## config.mk

```make
export PLATFORM = sky130hd
export DESIGN_NAME = sipo_word_collector
export DESIGN_NICKNAME = d
export VERILOG_FILES = /design/src/rtl/sipo_word_collector.sv
export SDC_FILE = /design/constraint.sdc
export NUM_CORES = 1
export LEC_CHECK = 0
export ABC_CLOCK_PERIOD_IN_PS = 3300
export BUFFER_PORTS_ARGS = -buffer_cell sky130_fd_sc_hd__buf_4
export CORE_UTILIZATION = 45
export CTS_CLUSTER_SIZE = 10
export DETAILED_ROUTE_END_ITERATION = 10
export GPL_TIMING_DRIVEN = 0
export PLACE_DENSITY = 0.71
export SETUP_SLACK_MARGIN = 0.1
export SLEW_MARGIN = 5
export SYNTH_ARGS = -nofsm -noshare
export SYNTH_HDL_FRONTEND = slang
export SYNTH_SLANG_ARGS = --single-unit
export TNS_END_PERCENT = 1
```

## constraint.sdc

```tcl
create_clock -name clk -period 3.3 [get_ports clk]
set_clock_uncertainty 0.15 [all_clocks]
set_input_delay 0.165 -clock clk [delete_from_list [all_inputs] [get_ports clk]]
set_output_delay 0.165 -clock clk [all_outputs]
set_load 0.03 [all_outputs]
```

## src/rtl/sipo_word_collector.sv

```systemverilog
// Serial-in, parallel-out word collector. Assembles WIDTH qualified serial bits into a word
// and offers it on a valid/ready handshake, flagging overrun when a completed word is dropped.
module sipo_word_collector #(
    parameter int unsigned WIDTH     = 8,
    parameter bit          MSB_FIRST = 1'b1
) (
    input  logic                     clk,
    input  logic                     rst,
    input  logic                     clr,
    input  logic                     d_in,
    input  logic                     d_en,
    output logic [WIDTH-1:0]         word_out,
    output logic                     word_valid,
    input  logic                     word_ready,
    output logic                     overrun,
    output logic [$clog2(WIDTH)-1:0] bit_cnt
);

    localparam int unsigned CntW = $clog2(WIDTH);

    logic [WIDTH-1:0] shift_q, shift_d;
    logic [CntW-1:0]  cnt_q, cnt_d;
    logic [WIDTH-1:0] word_q, word_d;
    logic             valid_q, valid_d;
    logic             ovr_q, ovr_d;

    logic [WIDTH-1:0] shifted;
    logic             complete;

    assign shifted  = MSB_FIRST ? {shift_q[WIDTH-2:0], d_in} : {d_in, shift_q[WIDTH-1:1]};
    assign complete = d_en && (cnt_q == CntW'(WIDTH - 1));

    always_comb begin
        shift_d = shift_q;
        cnt_d   = cnt_q;
        word_d  = word_q;
        valid_d = valid_q;
        ovr_d   = ovr_q;

        if (clr) begin
            shift_d = '0;
            cnt_d   = '0;
            valid_d = 1'b0;
            ovr_d   = 1'b0;
        end else begin
            if (valid_q && word_ready) begin
                valid_d = 1'b0;
            end
            if (d_en) begin
                shift_d = shifted;
                cnt_d   = complete ? '0 : cnt_q + CntW'(1);
            end
            // A completed word is only deliverable if the output slot is free or draining now.
            if (complete) begin
                if (!valid_q || word_ready) begin
                    word_d  = shifted;
                    valid_d = 1'b1;
                end else begin
                    ovr_d = 1'b1;
                end
            end
        end
    end

    always_ff @(posedge clk or negedge rst) begin
        if (!rst) begin
            shift_q <= '0;
            cnt_q   <= '0;
            word_q  <= '0;
            valid_q <= 1'b0;
            ovr_q   <= 1'b0;
        end else begin
            shift_q <= shift_d;
            cnt_q   <= cnt_d;
            word_q  <= word_d;
            valid_q <= valid_d;
            ovr_q   <= ovr_d;
        end
    end

    assign word_out   = word_q;
    assign word_valid = valid_q;
    assign overrun    = ovr_q;
    assign bit_cnt    = cnt_q;

endmodule

```

### Yosys cells after proc, flatten, opt, wreduce, memory -nomap -nowiden

Cells that the tools add are included.
Widths: inputs -> output; s select.

* register bits after elaboration: 20
* output and inout bits: 13
* word-level logic and storage cells: 29

* add/sub/neg operators: 1
* equal/unequal tests: 2
* muxes and demuxes: 12
* bitwise logic cells: 1
* reductions and logical operators: 8

Operator list (number)
* $mux 7: 2
* $mux 3: 3
* $mux 1: 7
* $reduce_bool 2->1: 2
* $add 3x1->3 const B: 1
* $eq 3x3->1 const B: 1
* $reduce_and 3->1: 1
* $logic_and 1x1->1: 2
* $ne 2x2->1 const B: 1
* $reduce_and 2->1: 1
* $logic_not 1->1: 1
* $logic_or 1x1->1: 1
* $not 1->1: 1

### Longest topological paths before layout

Gate-level depths: netlist of run 1.

* depth after elaboration: 5
* depth in mapped cells: 5
* gate-level depth less buffers: 5

### Worst setup path before layout of run 1

OpenSTA, ideal clock, no wires.

* kind: register to register
* start point: reg cnt_q[0] (netlist: bit_cnt[0])
* end point: reg word_q[0] (netlist: word_out[0])
* library setup time: 0.125 ns
* arrival time: 1.643 ns
* path slack: 1.383 ns
* stages on the path, launching flop included: 6
* buffers on the path: 0
* period minus slack after synthesis: 1.917 ns
* cells stage by stage: dfrtp_1 ha_1 ha_1 nand2_1 nor3_4 mux2_2

* word-level cells in the longest chain between the ends: 3

Ends and longest elaborated chain
* start: declaration: line 22 `logic [CntW-1:0] cnt_q, cnt_d;`
* start signal: assignment: line 74 `cnt_q <= cnt_d;`
* $eq 3x3->1: line 31 `assign complete = d_en && (cnt_q == CntW'(WIDTH - 1));`
* $logic_and 1x1->1: line 31
* $reduce_and 3->1 (no source line)
* end signal: assignment: line 75 `word_q <= word_d;`
* end: declaration: line 23 `logic [WIDTH-1:0] word_q, word_d;`

No other way between the ends.
A chain may end at the register's enable or synchronous reset.

### Final worst setup path of run 1

* start point: reg cnt_q[0] (netlist: bit_cnt[0])
* end point: reg cnt_q[2] (netlist: bit_cnt[2])

* word-level cells in the longest chain between the ends: 5
* elaborated cells between the ends (all ways): 6

Ends and longest elaborated chain
* branches (longest 2 deep; another with $add 3x1->3)
* $mux 3 (*): line 51 `cnt_d = complete ? '0 : cnt_q + CntW'(1);`
* $mux 3 (*): line 49 `if (d_en) begin`
* $mux 3 (*): line 40 `if (clr) begin`

Mark *: on every way between the ends. The select of a mux whose other input is x is not followed.

==> metrics, run 1 <==
status finished clean; Chip Width approximately 45 microns; P_leak about 0.56 nW; Final Slew Violations 0; gpl congestion 0.797; GRT Resource Usage Total between 10% and 20%; period utilization about 60%; r2r startpoint bit_cnt[0]; fmax between 500 and 600 MHz; core box area between 1500 and 2000 sq um; first-pass GRT wire length 2.08 mm; final WL 1.33 mm; RSZ-0062 raised after global routing false; drc violations 0; top cell type by total area after synthesis dfrtp_1; VDD IR-drop max ~250 uV; Max FO, Critical Path 5; hold_buf cts 4; Final Net Count 97; syn avg cell area between 10 and 15 sq um; most common cell after layout, fill and taps aside dfrtp_1; max cap viols 0; Post-Syn Area a little over 800 sq um; CP Buf/Inv Count 1; dpl cells 105; endpoints failing hold 0; vias between 500 and 600; hpwl dp 906 microns; Mapped Cells 62; First-pass DRT Iterations 4; worst path cell trace ha_1 > ha_1 > nand3b_1 > a21oi_1 > dlygate4sd3_1; Die ar. just under 2000 sq um; Area Growth Syn to Fin 29.8%; R2R Setup Slk approximately 1.3 ns; Most common cell on crit path ha_1; drt initial violations 4; vias per cell 4.79; hold path start d_en; Pwr per Cell Area 398 nW/um^2; most frequent cells in the layout dfrtp_1 (20), buf_4 (18), nor2_1 (11), mux2_2 (8), mux2i_1 (8); largest net degree at the start of global routing 21; Distinct cells, synth 15; CTS tree yes; warnings from Yosys 0; H-Tree Depth 1; CTS root buffer clkbuf_4; CTS Buf Count 3; Ant. Diodes 0; Final WS setup between 1 and 1.5 ns; post-synth top area share around 61%; layout cells sized above 1 between 30% and 40%; Port Buffer Count 18; Critical Path RT 3.38 ns; worst hold path type in2reg; measured slew at the worst slew-check pin 0.438 ns; clk_lat worst skew about 0.29 ns; FF+latch count, synth 20; delay-heaviest family, CP buffers and inverters; DP Area around 1000 sq um; slew margin rel. 70.7%; Synth area leaders dfrtp_1 (61%), mux2_2 (11%), mux2i_1 (9.8%); final core occ around three fifths; CP Capture Type register; CP Launch Type register; vias in the first global route a little under 500; WL/cell around 12 microns; Critical Path AT ~2.1 ns; min cycle time layout approximately 2.0 ns; CTS Sinks 20; Crit Path Class reg2reg; Seq/Total Area, Yosys 61.3%; initial core utilization 47.8%; R2R depth 5; # setup viols final 0; post-CTS setup buffer count 0; clock transition at the registers of the reported paths about 0.10 ns; GRT overflow 0; FF-to-FF End bit_cnt[2]; setup TNS 0 ns; Rows 15; Finished Cell Area ~1100 sq um; Post-Synthesis Net Count 70; post-cts resize count 0; DRT antenna net count 0; Hold Path Stages 3; antenna violations before repair 0; die height 44.6 microns; pre-CTS WS roughly 1.3 ns; post-route non-filler standard cell count between 100 and 150; slowest cell delay on critical path roughly 0.56 ns; clock tree buffer depth 2; I/O pin cnt 19; Hold EP shift_q[6]; CP max stage cell dlygate4sd3_1
-- how the worst max path moves through the flow --
stage / from / to / slack [ns] / depth (start not counted)
final: bit_cnt[0] / bit_cnt[2] / 1.33 / 5
after global placement: bit_cnt[0] / word_out[3] / 1.41 / 5
after floorplan: bit_cnt[0] / word_out[0] / 1.38 / 5
after global routing: bit_cnt[0] / word_out[7] / 1.24 / 5
after detailed placement: bit_cnt[0] / word_out[6] / 1.34 / 5
after CTS: bit_cnt[0] / word_out[6] / 1.33 / 5
-- per-stage QoR --
step / power [mW] / hold WS (ns)
floorplan: 0.271 / -0.281
global placement: 0.288 / -0.0950
detailed placement: 0.288 / -0.0943
CTS: 0.429 / 0.0148
global route: 0.441 / 0.0406
finish: 0.422 / 0.0239
-- registers in the layout (all words and copies together) (netlist names) --
register	count
word_out	8
word_valid	1
bit_cnt	3
overrun	1
shift_q	7
-- cell families (layout without fill, tap and decap cells) --
kind of cell,after synthesis,in the layout,synth area share [%]
flops,20,20,61.3
simple gates,17,17,10.6
mux,16,16,20.9
compound gates,4,4,2.61
buf+inv,3,29,1.53
fa+ha+maj,2,2,3.07
-- power by group --
group          total (mW)  switching, mW  leakage (nW)  internal, mW
Sequential          0.251        0.00300         0.277         0.248
Combinational      0.0349         0.0199         0.264        0.0150
Clock               0.136         0.0684        0.0210        0.0672
-- synth_stat cells (all sizes together) --
cell type	instances
nor3	1
buf	1
a21oi	3
nand2	2
clkbuf	1
nor2b	1
mux2i	8
inv	1
nor2	11
a31oi	1
mux2	8
nand3b	1
dfrtp	20
nor3b	1
ha	2
-- worst register-to-register path: stages, from the launching register on --
cell and delay, ns:
dfrtp_1 0.43, ha_1 0.22, ha_1 0.24, nand3b_1 0.17, a21oi_1 0.15, dlygate4sd3_1 0.56
-- layer usage --
layer / global-route usage, % / wire length, microns
met5: 0 / 0
met4: 7.27 / 11
met3: 3.67 / 67
met2: 20.9 / 619
met1: 20.9 / 632
-- final cells by class --
cell class                 count  area, sq um
tap                           25         31.3
multi-input combinational     39          303
inverter                       1         3.75
clock buffer                   4         36.3
buffer                         2         8.76
fill                         151          649
sequential                    20          500
timing repair buffer          22          175
No activity file was read; power rests on OpenSTA's default activity.
==> inputs of run 2 (changes only) <==
--- a/config.mk
+++ b/config.mk
@@ -5,13 +5,14 @@
 export SDC_FILE = /design/constraint.sdc
 export NUM_CORES = 1
 export LEC_CHECK = 0
-export ABC_CLOCK_PERIOD_IN_PS = 3300
+export ABC_AREA = 1
+export ABC_CLOCK_PERIOD_IN_PS = 1800
 export BUFFER_PORTS_ARGS = -buffer_cell sky130_fd_sc_hd__buf_4
 export CORE_UTILIZATION = 45
 export CTS_CLUSTER_SIZE = 10
 export DETAILED_ROUTE_END_ITERATION = 10
 export GPL_TIMING_DRIVEN = 0
-export PLACE_DENSITY = 0.71
+export PLACE_DENSITY = 0.73
 export SETUP_SLACK_MARGIN = 0.1
 export SLEW_MARGIN = 5
 export SYNTH_ARGS = -nofsm -noshare
==> constraint.sdc (replaced) <==
create_clock -name clk -period 1.8 [get_ports clk]
set_clock_uncertainty 0.15 [all_clocks]
set_input_delay 0.09 -clock clk [delete_from_list [all_inputs] [get_ports clk]]
set_output_delay 0.09 -clock clk [all_outputs]
set_load 0.03 [all_outputs]
==> run 2 against run 1 <==
Area after synthesis increased by 0.92%. Synthesized cell count increased by 37%. Cell count increased by 21%. Utilization increased by 1.3 points. Routed wire length increased by 22%. Combinational power increased by 92%. Total power increased by 110%. Design area increased by 3.2%. Non-clock buffer count decreased by 1. Sequential cell count unchanged. Sequential share of layout area decreased by 1.5 points. Clock power increased to 2.7 times the previous value. Highest routed layer unchanged.
==> metrics, run 2 <==
post-synthesis xor/xnor area fraction 0%; Post-Synthesis Net Count 93; Area Growth Syn to Fin 32.7%; slowest cell delay on critical path about 0.39 ns; combinational family with the most area after synthesis simple AND/OR/NAND/NOR gates; H-Tree Depth 1; number of stages on the worst setup path 7; Max FO, Critical Path 9; DRT antenna net count 0; most common cell after layout, fill and taps aside nand2_1; Finished Cell Area 1090 sq um; EDFF count, synth 0; Final Slew Violations 0; Pwr Total 0.890 mW; Seq/Total Area, Yosys between 60% and 70%; vias per cell between 4 and 5; post-cts resize count 0; Post-Syn Area approximately 800 sq um; worst hold path type in2async; gpl congestion 0.768; Pwr per Cell Area ~810 nW/um^2; vias between 600 and 700; clk_lat worst skew ~0.3 ns; dpl cells 128; layout cells sized above 1 ~26%; syn avg cell area slightly below 10 sq um; drt initial violations 15; drc violations 0; First-pass DRT Iterations 4; Crit Path Class reg2reg; measured slew at the worst slew-check pin between 0.2 and 0.3 ns; final WL between 1.5 and 2 mm; antenna violations before repair 0; multi-input logic area ~280 sq um; Mapped Cells 85; post-synthesis simple-gate area fraction between 20% and 30%; commonest cells in the netlist nand2_1 (22), dfrtp_1 (20), nand3_1 (14), inv_1 (10), o22ai_1 (5); worst path cell trace ha_1 > ha_1 > nand2_2 > nor2_4 > nand2_4 > nand2_1 > nand2_1; largest net degree at the start of global routing 21; Port Buffer Count 18; min cycle time layout 1.52 ns; hpwl dp around 1.1 mm; top cell type by total area after synthesis dfrtp_1; Distinct cells, synth 14; max cap viols 0; post-route non-filler standard cell count between 100 and 150; status finished clean; post-synth top area share 60.8%; R2R depth 7; CP Capture Type register; max reg flops 8; first-pass GRT wire length around 2.7 mm; vias in the first global route around 640; # fillers 160; clock tree buffer depth 2; CP Launch Type register; setup TNS 0 ns; post-synthesis compound-gate area fraction ~6.8%; initial core utilization 47.7%; P_leak 0.574 nW; Rows 15; endpoints failing hold 0; Ant. Diodes 0; fmax around 660 MHz; Post-Synth Adder-Cell Area 3.04%; Synth area leaders dfrtp_1 (61%), nand2_1 (10%), nand3_1 (8.5%); slew margin rel. ~83%; Sequential Area 500 sq um; CTS Sinks 20; I/O pin cnt 19; VDD IR-drop max ~570 uV; Chip Width approximately 45 microns; mux contribution to synthesized area 0%; die height approximately 45 microns; CP max stage cell dfrtp_1; top_reg_cell synth dfrtp_1; # setup viols final 0; delay-heaviest family, CP simple AND/OR/NAND/NOR gates; GRT overflow 0; CTS Buf Count 3; DP Area between 900 and 1000 sq um; CTS tree yes; most frequent cells in the layout nand2_1 (22), dfrtp_1 (20), buf_4 (18), nand3_1 (14), inv_1 (10); period utilization between 80% and 90%; GRT Resource Usage Total 18.9%; most used standard cell by instance count after synthesis nand2_1; clock transition at the registers of the reported paths about 0.12 ns; Final Net Count between 100 and 150; CP Buf/Inv Count 0; RSZ-0062 raised after global routing false; Critical Path RT approximately 1.9 ns; core box area 1730 sq um; ys async rst share 100%; Die ar. approximately 2000 sq um; post-CTS setup buffer count 0; Critical Path AT around 1.6 ns; CTS root buffer clkbuf_4; WL/cell around 12 microns; warnings from Yosys 0; FF+latch count, synth 20
run 2: cell count changes in the layout (fill, tap and decap cells not counted), moves of 2 or more:
cell,delta
nand3_1,+14
nor2_1,-11
nand2_2,+3
inv_1,+9
mux2_2,-8
o21ai_0,+3
a21oi_1,-2
o22ai_1,+5
mux2i_1,-8
nand2_1,+20
run 2: worst paths after layout:
check	from	end	slack [ns]
worst max-delay path	bit_cnt[0]	word_out[7]	0.28
worst min-delay path	rst	word_out[3]	0.03
worst max register to register	bit_cnt[0]	word_out[7]	0.28
worst min register to register	word_out[1]	word_out[1]	0.33
max in group asynchronous	rst	bit_cnt[2]	1.26
min in group clk	word_out[1]	word_out[1]	0.33
run 2: area by class of cell:
cell class,instances,area share [%]
well taps,25,2.86
repair buffers,23,17.0
clock inverters,1,2.75
multi-input cells,54,25.8
flip-flops and latches,20,45.8
clock buffers,3,2.06
inverters,11,3.78
run 2: kinds of logic after synthesis:
group / count (synthesis)
compound gates: 10
fa+ha+maj: 2
buf+inv: 11
flops: 20
simple gates: 42
run 2: what timing repair did:
item,in CTS,in global routing
setup endpoints to repair,0,0
endpoints found under the hold margin,34,0
hold buffers,5,0
run 2: per-layer routing:
| layer | global-route usage (%) | part of all wire, % | vias up |
|---|---|---|---|
| met4 | 9.09 | 1.4 | 0 |
| li1 | - | - | 335 |
| met1 | 23.6 | 44 | 312 |
| met2 | 32.6 | 52 | 13 |
| met5 | 0 | 0 | - |
| met3 | 2.40 | 2.7 | 4 |
run 2: report_power, final:
| part | leakage, nW | switching [mW] | internal, mW | total, mW |
|---|---|---|---|---|
| clock | 0.0279 | 0.138 | 0.225 | 0.363 |
| sequential | 0.277 | 0.00445 | 0.456 | 0.460 |
| combinational | 0.269 | 0.0406 | 0.0265 | 0.0671 |
| total | 0.574 | 0.183 | 0.707 | 0.890 |
run 2: stage by stage:
step	hold WS (ns)	setup WS (ns)	util [%]
floorplan	-0.356	0.210	-
global placement	-0.173	0.324	57.3
detailed placement	-0.168	0.284	57.3
CTS	0.0372	0.261	63.3
global route	0.0399	0.149	63.3
finish	0.0300	0.277	63.3
==> inputs of run 3 (changes only) <==
--- a/config.mk
+++ b/config.mk
@@ -5,14 +5,14 @@
 export SDC_FILE = /design/constraint.sdc
 export NUM_CORES = 1
 export LEC_CHECK = 0
-export ABC_AREA = 1
-export ABC_CLOCK_PERIOD_IN_PS = 1800
+export ABC_AREA = 0
+export ABC_CLOCK_PERIOD_IN_PS = 1560
 export BUFFER_PORTS_ARGS = -buffer_cell sky130_fd_sc_hd__buf_4
 export CORE_UTILIZATION = 45
 export CTS_CLUSTER_SIZE = 10
 export DETAILED_ROUTE_END_ITERATION = 10
 export GPL_TIMING_DRIVEN = 0
-export PLACE_DENSITY = 0.73
+export PLACE_DENSITY = 0.71
 export SETUP_SLACK_MARGIN = 0.1
 export SLEW_MARGIN = 5
 export SYNTH_ARGS = -nofsm -noshare
==> constraint.sdc (replaced) <==
create_clock -name clk -period 1.56 [get_ports clk]
set_clock_uncertainty 0.15 [all_clocks]
set_input_delay 0.078 -clock clk [delete_from_list [all_inputs] [get_ports clk]]
set_output_delay 0.078 -clock clk [all_outputs]
set_load 0.03 [all_outputs]
==> run 3 against run 2 <==
The run now ends with negative hold slack, negative setup slack left. Global-route usage is 1.7 points lower. Maximum frequency decreased by 5.1%. Utilization rose by 6.3 points. First-iteration DRC count is 87% lower. Sequential power is 16% higher. Total power increased by 16%. Critical path type unchanged. Critical endpoint is now word_out[4].
==> metrics, run 3 (synthesized netlist as in run 1, its figures left out) <==
Final WS setup -0.0453 ns; Finished Cell Area 1190 sq um; clock tree buffer depth 2; Most Crowded Layer GR met2; initial core utilization a little under half; VDD IR-drop max about 640 uV; endpoints failing hold 1; Critical Path AT approximately 1.6 ns; max cap viols 0; Pwr Total ~1.0 mW; vias per cell between 4 and 5; worst hold slack -0.0155 ns; final core occ approximately 70%; DRT antenna net count 0; drc violations 0; Max FO, Critical Path 8; clk_lat worst skew slightly below 0.3 ns; cell-internal power 0.825 mW; measured slew at the worst slew-check pin 0.428 ns; fmax a little over 600 MHz; slew margin rel. a little under three quarters; period utilization 103%; most common cell after layout, fill and taps aside buf_4; min cycle time layout about 1.6 ns; Chip Width around 45 microns; RSZ-0062 raised after global routing true; multi-input logic area between 300 and 400 sq um; GRT overflow 0; vias in the first global route between 500 and 600; final WL 1.58 mm; I/O pin cnt 19; CP Launch Type register; setup TNS -0.284 ns; Die ar. 1990 sq um; Pwr per Cell Area between 800 and 900 nW/um^2; WL/cell roughly 13 microns; drt initial violations 2; CTS root buffer clkbuf_4; Critical Path RT 1.59 ns; CP Capture Type register; Rows 15; antenna violations before repair 0; Port Buffer Count 18; Final Net Count 101; status complete, but fails checks; part of the power in combinational logic 8.4%; layout cells sized above 1 between 40 and 50%; # setup viols final 8; Ant. Diodes 0; Final Slew Violations 0; Crit. Startpoint bit_cnt[1]; first-pass GRT wire length between 2 and 2.5 mm; largest net degree at the start of global routing 21; CTS Buf Count 3; met2 Usage GRT approximately 27%; switch share 20.0%; # fillers 122; hpwl dp 932 microns; Area Growth Syn to Fin 45.6%; Crit Path Class reg2reg; Sequential Area 503 sq um; core box area between 1500 and 2000 sq um; H-Tree Depth 1; Net Sw Power 0.206 mW; First-pass DRT Iterations 4; r2r startpoint bit_cnt[1]; Flop pwr share between 50% and 60%; clock network power share between 30% and 40%; GRT Resource Usage Total about 17%; gpl congestion ~0.73; CTS tree yes; worst hold path type in2reg; die height 44.6 microns; DP Area about 1000 sq um; met3 Use GR around 2.4%; clock transition at the registers of the reported paths around 0.11 ns; CTS Sinks 20; failing checks negative hold slack, negative setup slack; hold path start word_ready; met1 Use GR between 20% and 30%; max reg flops 8; hold_buf cts 4; most frequent cells in the layout buf_4 (21), dfrtp_1 (18), nor2_1 (11), mux2_4 (8), mux2i_1 (8); vias approximately 570; P_leak about 0.60 nW
## run 3: layer usage
layer / share of wire (%) / up-vias
met4: 0.38 / 0
met2: 51 / 12
li1: - / 272
met3: 3.1 / 2
met5: 0 / -
met1: 45 / 280
## run 3: final cells by class
| type | instances | area share, % |
|---|---|---|
| repair buffers | 26 | 18.3 |
| plain buffers | 2 | 0.738 |
| flip-flops and latches | 20 | 42.4 |
| inverters | 1 | 0.316 |
| clock inverters | 1 | 2.53 |
| well taps | 25 | 2.63 |
| clock buffers | 3 | 1.90 |
| multi-input cells | 39 | 31.2 |
## run 3: power by group through the flow
stage / Clock (mW) / Combinational [mW] / Sequential (mW)
floorplan: 0 / 0.0249 / 0.550
global placement: 0 / 0.0669 / 0.542
detailed placement: 0 / 0.0681 / 0.542
CTS: 0.431 / 0.0866 / 0.533
global route: 0.441 / 0.0954 / 0.534
finish: 0.411 / 0.0868 / 0.533
## run 3: final timing paths
kind,slack (ns),to,cells after the start
setup / recovery,-0.05,word_out[4],6
hold / removal,-0.02,word_valid,4
setup reg to reg,-0.05,word_out[4],6
hold reg to reg,0.37,word_out[2],1
max in group asynchronous,0.96,bit_cnt[0],2
min in group asynchronous,0.07,shift_q[5],2
## run 3: repair_timing
item,CTS,global route
setup buffers,4,0
setup endpoints to repair,9,10
resized for setup,15,0
hold endpoints to repair,26,1
pin swaps,2,2
## run 3: metrics by stage
step	setup slack, ns	instances
3_5_place_dp	-0.341	105
6_report	-0.0453	117
3_3_place_gp	-0.338	105
2_1_floorplan	-0.258	62
4_1_cts	-0.107	117
5_1_grt	-0.0725	117
## run 3: worst max-delay path, stage by stage (launching register included)
cell     delay [ns]
dfrtp_2        0.40
ha_4           0.14
ha_4           0.14
nand2_4        0.05
nor3_4         0.14
buf_12         0.17
mux2_4         0.30
